`config.mk`:
```
export PLATFORM = sky130hd
export DESIGN_NAME = bus_ctrl
export DESIGN_NICKNAME = d
export VERILOG_FILES = /design/src/rtl/bus_ctrl_pkg.sv /design/src/rtl/bus_ctrl_timeout_cnt.sv /design/src/rtl/bus_ctrl.sv
export SDC_FILE = /design/constraint.sdc
export NUM_CORES = 1
export LEC_CHECK = 0
export ABC_CLOCK_PERIOD_IN_PS = 4000
export BUFFER_PORTS_ARGS = -buffer_cell sky130_fd_sc_hd__buf_4
export CORE_AREA = 2 2 121 123
export CTS_BUF_LIST = sky130_fd_sc_hd__clkbuf_8 sky130_fd_sc_hd__clkbuf_16
export CTS_CLUSTER_DIAMETER = 200
export DETAILED_ROUTE_END_ITERATION = 8
export DIE_AREA = 0 0 123 125
export PLACE_DENSITY = 0.78
export SYNTH_ARGS = -nofsm -noshare
export SYNTH_HDL_FRONTEND = slang
export SYNTH_SLANG_ARGS = --single-unit
```
`constraint.sdc`:
```
create_clock -name clk -period 4 [get_ports clk]
set_input_delay 0.2 -clock clk [delete_from_list [all_inputs] [get_ports clk]]
set_output_delay 0.2 -clock clk [all_outputs]
set_load 0.02 [all_outputs]
```
`src/rtl/bus_ctrl_pkg.sv`:
```
// Shared constants for the CPU-side bus controller: active-low strobe levels,
// access direction and the 2-bit FSM state encodings.
package bus_ctrl_pkg;

  localparam logic ENABLE_  = 1'b0;
  localparam logic DISABLE_ = 1'b1;

  localparam logic READ  = 1'b1;
  localparam logic WRITE = 1'b0;

  localparam logic [1:0] ST_IDLE   = 2'd0;
  localparam logic [1:0] ST_REQ    = 2'd1;
  localparam logic [1:0] ST_ACCESS = 2'd2;
  localparam logic [1:0] ST_WAIT   = 2'd3;

endpackage

```
`src/rtl/bus_ctrl_timeout_cnt.sv`:
```
// Saturating cycle counter with synchronous clear, used to bound the
// number of cycles an external access may spend waiting for ready.
module bus_timeout_cnt
  import bus_ctrl_pkg::*;
#(
  parameter int CNT_W   = 8,
  parameter int SAT_VAL = 255,
  parameter int EXP_VAL = 254
) (
  input  logic clk,
  input  logic reset,
  input  logic i_clr,
  input  logic i_en,
  output logic o_expired
);

  localparam logic [CNT_W-1:0] SAT = CNT_W'(SAT_VAL);
  localparam logic [CNT_W-1:0] EXP = CNT_W'(EXP_VAL);

  logic [CNT_W-1:0] r_cnt;

  always_ff @(posedge clk or posedge reset) begin
    if (reset) begin
      r_cnt <= '0;
    end else if (i_clr) begin
      r_cnt <= '0;
    end else if (i_en && (r_cnt != SAT)) begin
      r_cnt <= r_cnt + CNT_W'(1);
    end
  end

  assign o_expired = (r_cnt >= EXP);

endmodule

```
`src/rtl/bus_ctrl.sv`:
```
// CPU-side bus controller: zero-wait scratch-pad hits are served combinationally,
// misses go through a request/grant/ready external bus access with timeout.
module bus_ctrl
  import bus_ctrl_pkg::*;
#(
  parameter int ADDR_W   = 30,
  parameter int DATA_W   = 32,
  parameter int SPM_HI_W = 18,
  parameter int SPM_BASE = 0,
  parameter int TIMEOUT  = 255,
  localparam int BE_W    = DATA_W / 8
) (
  input  logic              clk,
  input  logic              reset,
  input  logic              stall,
  input  logic              flush,
  input  logic [ADDR_W-1:0] addr,
  input  logic              as_,
  input  logic              rw,
  input  logic [DATA_W-1:0] wr_data,
  input  logic [BE_W-1:0]   be,
  output logic [DATA_W-1:0] rd_data,
  output logic              busy,
  output logic              bus_err,
  output logic [ADDR_W-1:0] spm_addr,
  output logic              spm_as_,
  output logic              spm_rw,
  output logic [DATA_W-1:0] spm_wr_data,
  output logic [BE_W-1:0]   spm_be,
  input  logic [DATA_W-1:0] spm_rd_data,
  output logic              bus_req_,
  input  logic              bus_grnt_,
  output logic [ADDR_W-1:0] bus_addr,
  output logic              bus_as_,
  output logic              bus_rw,
  output logic [DATA_W-1:0] bus_wr_data,
  output logic [BE_W-1:0]   bus_be,
  input  logic [DATA_W-1:0] bus_rd_data,
  input  logic              bus_rdy_
);

  localparam int                CNT_W   = $clog2(TIMEOUT + 1);
  localparam logic [SPM_HI_W-1:0] SPM_TAG = SPM_HI_W'(SPM_BASE);

  logic [1:0]        r_state;
  logic [ADDR_W-1:0] r_addr;
  logic              r_rw;
  logic [DATA_W-1:0] r_wr_data;
  logic [BE_W-1:0]   r_be;
  logic [DATA_W-1:0] r_rd_buf;
  logic              r_discard;

  logic [1:0]        w_next_state;
  logic              w_hit;
  logic              w_latch;
  logic              w_cap;
  logic              w_discard;
  logic              w_expired;
  logic [DATA_W-1:0] w_bus_rd;

  assign spm_addr    = addr;
  assign spm_rw      = rw;
  assign spm_wr_data = wr_data;
  assign spm_be      = be;

  assign bus_addr    = r_addr;
  assign bus_rw      = r_rw;
  assign bus_wr_data = r_wr_data;
  assign bus_be      = r_be;

  assign w_hit     = (addr[ADDR_W-1 -: SPM_HI_W] == SPM_TAG);
  assign w_discard = r_discard | flush;
  // Writes return no data, so they never expose whatever the bus drives back.
  assign w_bus_rd  = (r_rw == READ) ? bus_rd_data : '0;

  bus_timeout_cnt #(
    .CNT_W  (CNT_W),
    .SAT_VAL(TIMEOUT),
    .EXP_VAL(TIMEOUT - 1)
  ) u_timeout (
    .clk      (clk),
    .reset    (reset),
    .i_clr    (r_state != ST_ACCESS),
    .i_en     (r_state == ST_ACCESS),
    .o_expired(w_expired)
  );

  always_comb begin
    w_next_state = r_state;
    rd_data      = '0;
    busy         = 1'b0;
    bus_err      = 1'b0;
    spm_as_      = DISABLE_;
    bus_req_     = DISABLE_;
    bus_as_      = DISABLE_;
    w_latch      = 1'b0;
    w_cap        = 1'b0;
    case (r_state)
      ST_IDLE: begin
        if ((as_ == ENABLE_) && !flush) begin
          if (w_hit) begin
            if (!stall) begin
              spm_as_ = ENABLE_;
              rd_data = spm_rd_data;
            end
          end else begin
            busy         = 1'b1;
            w_latch      = 1'b1;
            w_next_state = ST_REQ;
          end
        end
      end
      ST_REQ: begin
        bus_req_ = ENABLE_;
        busy     = 1'b1;
        if (flush) begin
          w_next_state = ST_IDLE;
        end else if (bus_grnt_ == ENABLE_) begin
          w_next_state = ST_ACCESS;
        end
      end
      ST_ACCESS: begin
        bus_req_ = ENABLE_;
        bus_as_  = ENABLE_;
        // Ready takes priority over a timeout expiring in the same cycle.
        if (bus_rdy_ == ENABLE_) begin
          if (w_discard) begin
            busy         = 1'b1;
            w_next_state = ST_IDLE;
          end else begin
            w_cap        = 1'b1;
            rd_data      = w_bus_rd;
            w_next_state = stall ? ST_WAIT : ST_IDLE;
          end
        end else if (w_expired) begin
          bus_err      = 1'b1;
          w_next_state = ST_IDLE;
        end else begin
          busy = 1'b1;
        end
      end
      ST_WAIT: begin
        rd_data = r_rd_buf;
        if (!stall) begin
          w_next_state = ST_IDLE;
        end
      end
      default: begin
        w_next_state = ST_IDLE;
      end
    endcase
  end

  always_ff @(posedge clk or posedge reset) begin
    if (reset) begin
      r_state   <= ST_IDLE;
      r_addr    <= '0;
      r_rw      <= 1'b0;
      r_wr_data <= '0;
      r_be      <= '0;
      r_rd_buf  <= '0;
      r_discard <= 1'b0;
    end else begin
      r_state <= w_next_state;
      if (w_latch) begin
        r_addr    <= addr;
        r_rw      <= rw;
        r_wr_data <= wr_data;
        r_be      <= be;
      end
      if (w_cap) begin
        r_rd_buf <= w_bus_rd;
      end
      // Discard is remembered only while the access stays outstanding.
      r_discard <= (r_state == ST_ACCESS) && (w_next_state == ST_ACCESS) && w_discard;
    end
  end

  a_grant_held: assert property (@(posedge clk) disable iff (reset)
    (r_state == ST_ACCESS) |-> (bus_grnt_ == ENABLE_));

endmodule
```
==> metrics <==
worst setup path category=flop to primary output; CP endpoint=rd_data[26]; Rel. slew slack=0.129; number of global-route vias before repair=4400; I/O pin cnt=~310; Worst Setup SP=r_state[0]$_DFF_PP0_; Initial Util=0.386; count leader, synth=dfrtp_1; Tcrit/Tclk final=0.737; register area share after synthesis=0.503; initial antenna violation count=0; clock skew=0.00846 ns; metal3 WL=about 1000 µm; Inserted Diodes=0; P&R area growth vs syn=40.7%; postcts setup bufs=0; post-cts resize count=0; Synth area leader=dfrtp_1; crit path launch type=flop; status=finished, final reports clean; Crit. End Element=primary output; DRC viols=0; setup slack, reg-to-reg=between 1.5 and 2 ns; worst hold path type=input pin to async pin; DRT iter0 DRCs=216; GRT Residual Overflow=0; RD Place Congestion=~0.94; wire length of the first global-routing pass=22100 µm; cell area after synthesis=5480 µm²; H-tree Lvls=3; number of max-cap violations=0; TritonCTS Sinks=110; final worst slack=between 1 and 1.5 ns; CTS tree=built; RSZ-0062 raised after global routing=no; dpl cells=849; CP required=between 3 and 4 ns; Peak Freq=0.339 GHz; DR vias/cell=5.22; GRT Total Usage=0.181; Synth Instances=about 450; clock root buffer master=clkbuf_16; Net Count, Synth=594; drt total wl=14300 µm; total die area=15400 µm²; clk buf depth=2; total power=slightly above 5000 µW; Lkg Pwr=~0.0037 µW; cts bufs inserted=9; Netlist cell types=39; port bufs=308; CP Depth=6; Top Metal Used=met4; Post-synth ARST share=1.00; Critical-path top delay cell=and3_2; fraction of layout cells with a size suffix above 1=0.585; CTS Hold Bufs=0; Worst path top cell family by delay=simple AND/OR/NAND/NOR gates; measured slew at the worst slew-check pin=between 1 and 1.5 ns; Clock transition at path regs=around 0.07 ns; Rows=44; number of synthesized flops with an enable pin=0; Crit Reg-Reg Startpoint=r_state[0]$_DFF_PP0_; nets@finish=roughly 800; die height=125 µm; Setup TNS Final=0 ns; main flop type after synthesis=dfrtp_1; worst r2r dst=r_discard$_DFF_PP0_; post-DP HPWL=~11000 µm; pwr dens=654 nW/µm²; largest net degree at the start of global routing=68; R2R depth=5; final core utilization=0.542; Skew-Pair Late Insertion Delay=approximately 0.34 ns; flops & latches, synth=110; final std cells w/o fill=roughly 860; Final Hold Viols=0; synthesized area per cell=12.2 µm²; first-pass iteration count of the detailed router=6; Wirelength per Cell=roughly 17 µm; Yosys top cell area share=0.503; Arr. time, crit path=2.75 ns; Period minus WS final=a little under 3 ns; detailed-route via count=roughly 4500; worst vdd ir=roughly 0.27 mV; CP max stage delay=between 0.9 and 1 ns; Slew Viols, Final=0; top cells by count, synth=dfrtp_1 (110), buf_4 (69), mux2_2 (67); final setup fails=0; CP Cell Sequence=inv_1, ha_1, and3_2, a22oi_1, o2bb2ai_1, buf_4; DR WL met2=about 7500 µm; Setup Slack @ Placement=between 1 and 1.5 ns; Core Box Area=~14000 µm²; Die Wd=123 µm; Area contributors post-synth=dfrtp_1 (50%), mux2_2 (14%), buf_4 (9.5%), a22o_1 (5.1%), o2bb2ai_1 (5.1%); Buffers & Inverters on Critical Path=2; synth warn=0; worst-path fanout max=64; ANT nets after route=0; wl on met1=5500 µm
[metal layers]
metal	up-vias	global-route usage
met3	22	0.0274
met4	0	0.0675
met5	-	0
met1	2218	0.221
li1	2061	-
met2	208	0.318
[metrics by stage]
stage	instance area, µm²	hold WS, ns
final	7700	0.0148
after global routing	7700	0.0661
after CTS	7700	0.0358
after detailed placement	7420	0.405
after global placement	7420	0.397
after floorplan	5480	0.333
[worst min-delay path by stage]
stage,slack (ns),end,depth (start not counted),from
after floorplan,0.33,r_rd_buf[30]$_DFFE_PP0P_,1,bus_rd_data[30]
after global placement,0.40,bus_wr_data[15]$_DFFE_PP0P_,2,reset
after detailed placement,0.41,bus_wr_data[11]$_DFFE_PP0P_,2,reset
after CTS,0.04,bus_wr_data[11]$_DFFE_PP0P_,2,reset
after global routing,0.07,r_rd_buf[21]$_DFFE_PP0P_,2,bus_rd_data[21]
final,0.01,bus_wr_data[11]$_DFFE_PP0P_,2,reset
[logic make-up after synthesis]
logic type | after synthesis | share of synthesized area
AND/OR/NAND/NOR | 41 | 0.0416
flip-flops | 110 | 0.503
buffers and inverters | 102 | 0.123
AO/OA/AOI/OAI | 119 | 0.175
XOR/XNOR | 3 | 0.00480
multiplexers | 67 | 0.138
adder cells (fa/ha/maj) | 7 | 0.0160
[state kept, by name (all words and copies together), names as in the netlist]
register,cells
bus_wr_data,32
r_rd_buf,32
bus_addr,30
u_timeout.r_cnt,8
bus_be,4
r_state,2
bus_rw,1
r_discard,1
[power by group]
| group | internal (µW) | leakage (µW) | switching [µW] |
|---|---|---|---|
| sequential | 1630 | 0.00137 | 297 |
| combinational | 1120 | 0.00216 | 1150 |
| clock | 443 | 0.000136 | 393 |
[placed cells by master, fill, tap and decap left out, types with 2 or more instances in the layout]
| cell | n |
|---|---|
| a22o_1 | 32 |
| ha_1 | 7 |
| clkinv_4 | 2 |
| mux2_2 | 67 |
| nand2_1 | 6 |
| xnor2_1 | 3 |
| inv_1 | 4 |
| a22oi_1 | 32 |
| nor4b_1 | 2 |
| a21oi_1 | 5 |
| nor2_1 | 11 |
| a31oi_1 | 5 |
| dfrtp_1 | 110 |
| nand3_1 | 4 |
| nor3_1 | 4 |
| o2bb2ai_1 | 32 |
| a211oi_1 | 3 |
| nor4_1 | 4 |
| clkbuf_16 | 9 |
| o21ai_0 | 4 |
| inv_6 | 2 |
| buf_4 | 311 |
[worst register-to-register path, delay by kind of cell (launching register included)]
kind,cells,cell delay (ns)
and+or+nand+nor,1,0.23
DFF,1,0.44
adders and majority gates,1,1.06
AOI/OAI and AO/OA,3,0.59
[cell type report]
class,instances,area (µm²)
Fill cell,1242,6500
Tap cell,184,230
Clock inverter,5,42.5
Inverter,6,25.0
Timing Repair Buffer,312,2350
Sequential cell,110,2750
Clock buffer,10,239
Multi-Input combinational cell,237,2060
Power figures use the tool's default switching activity.
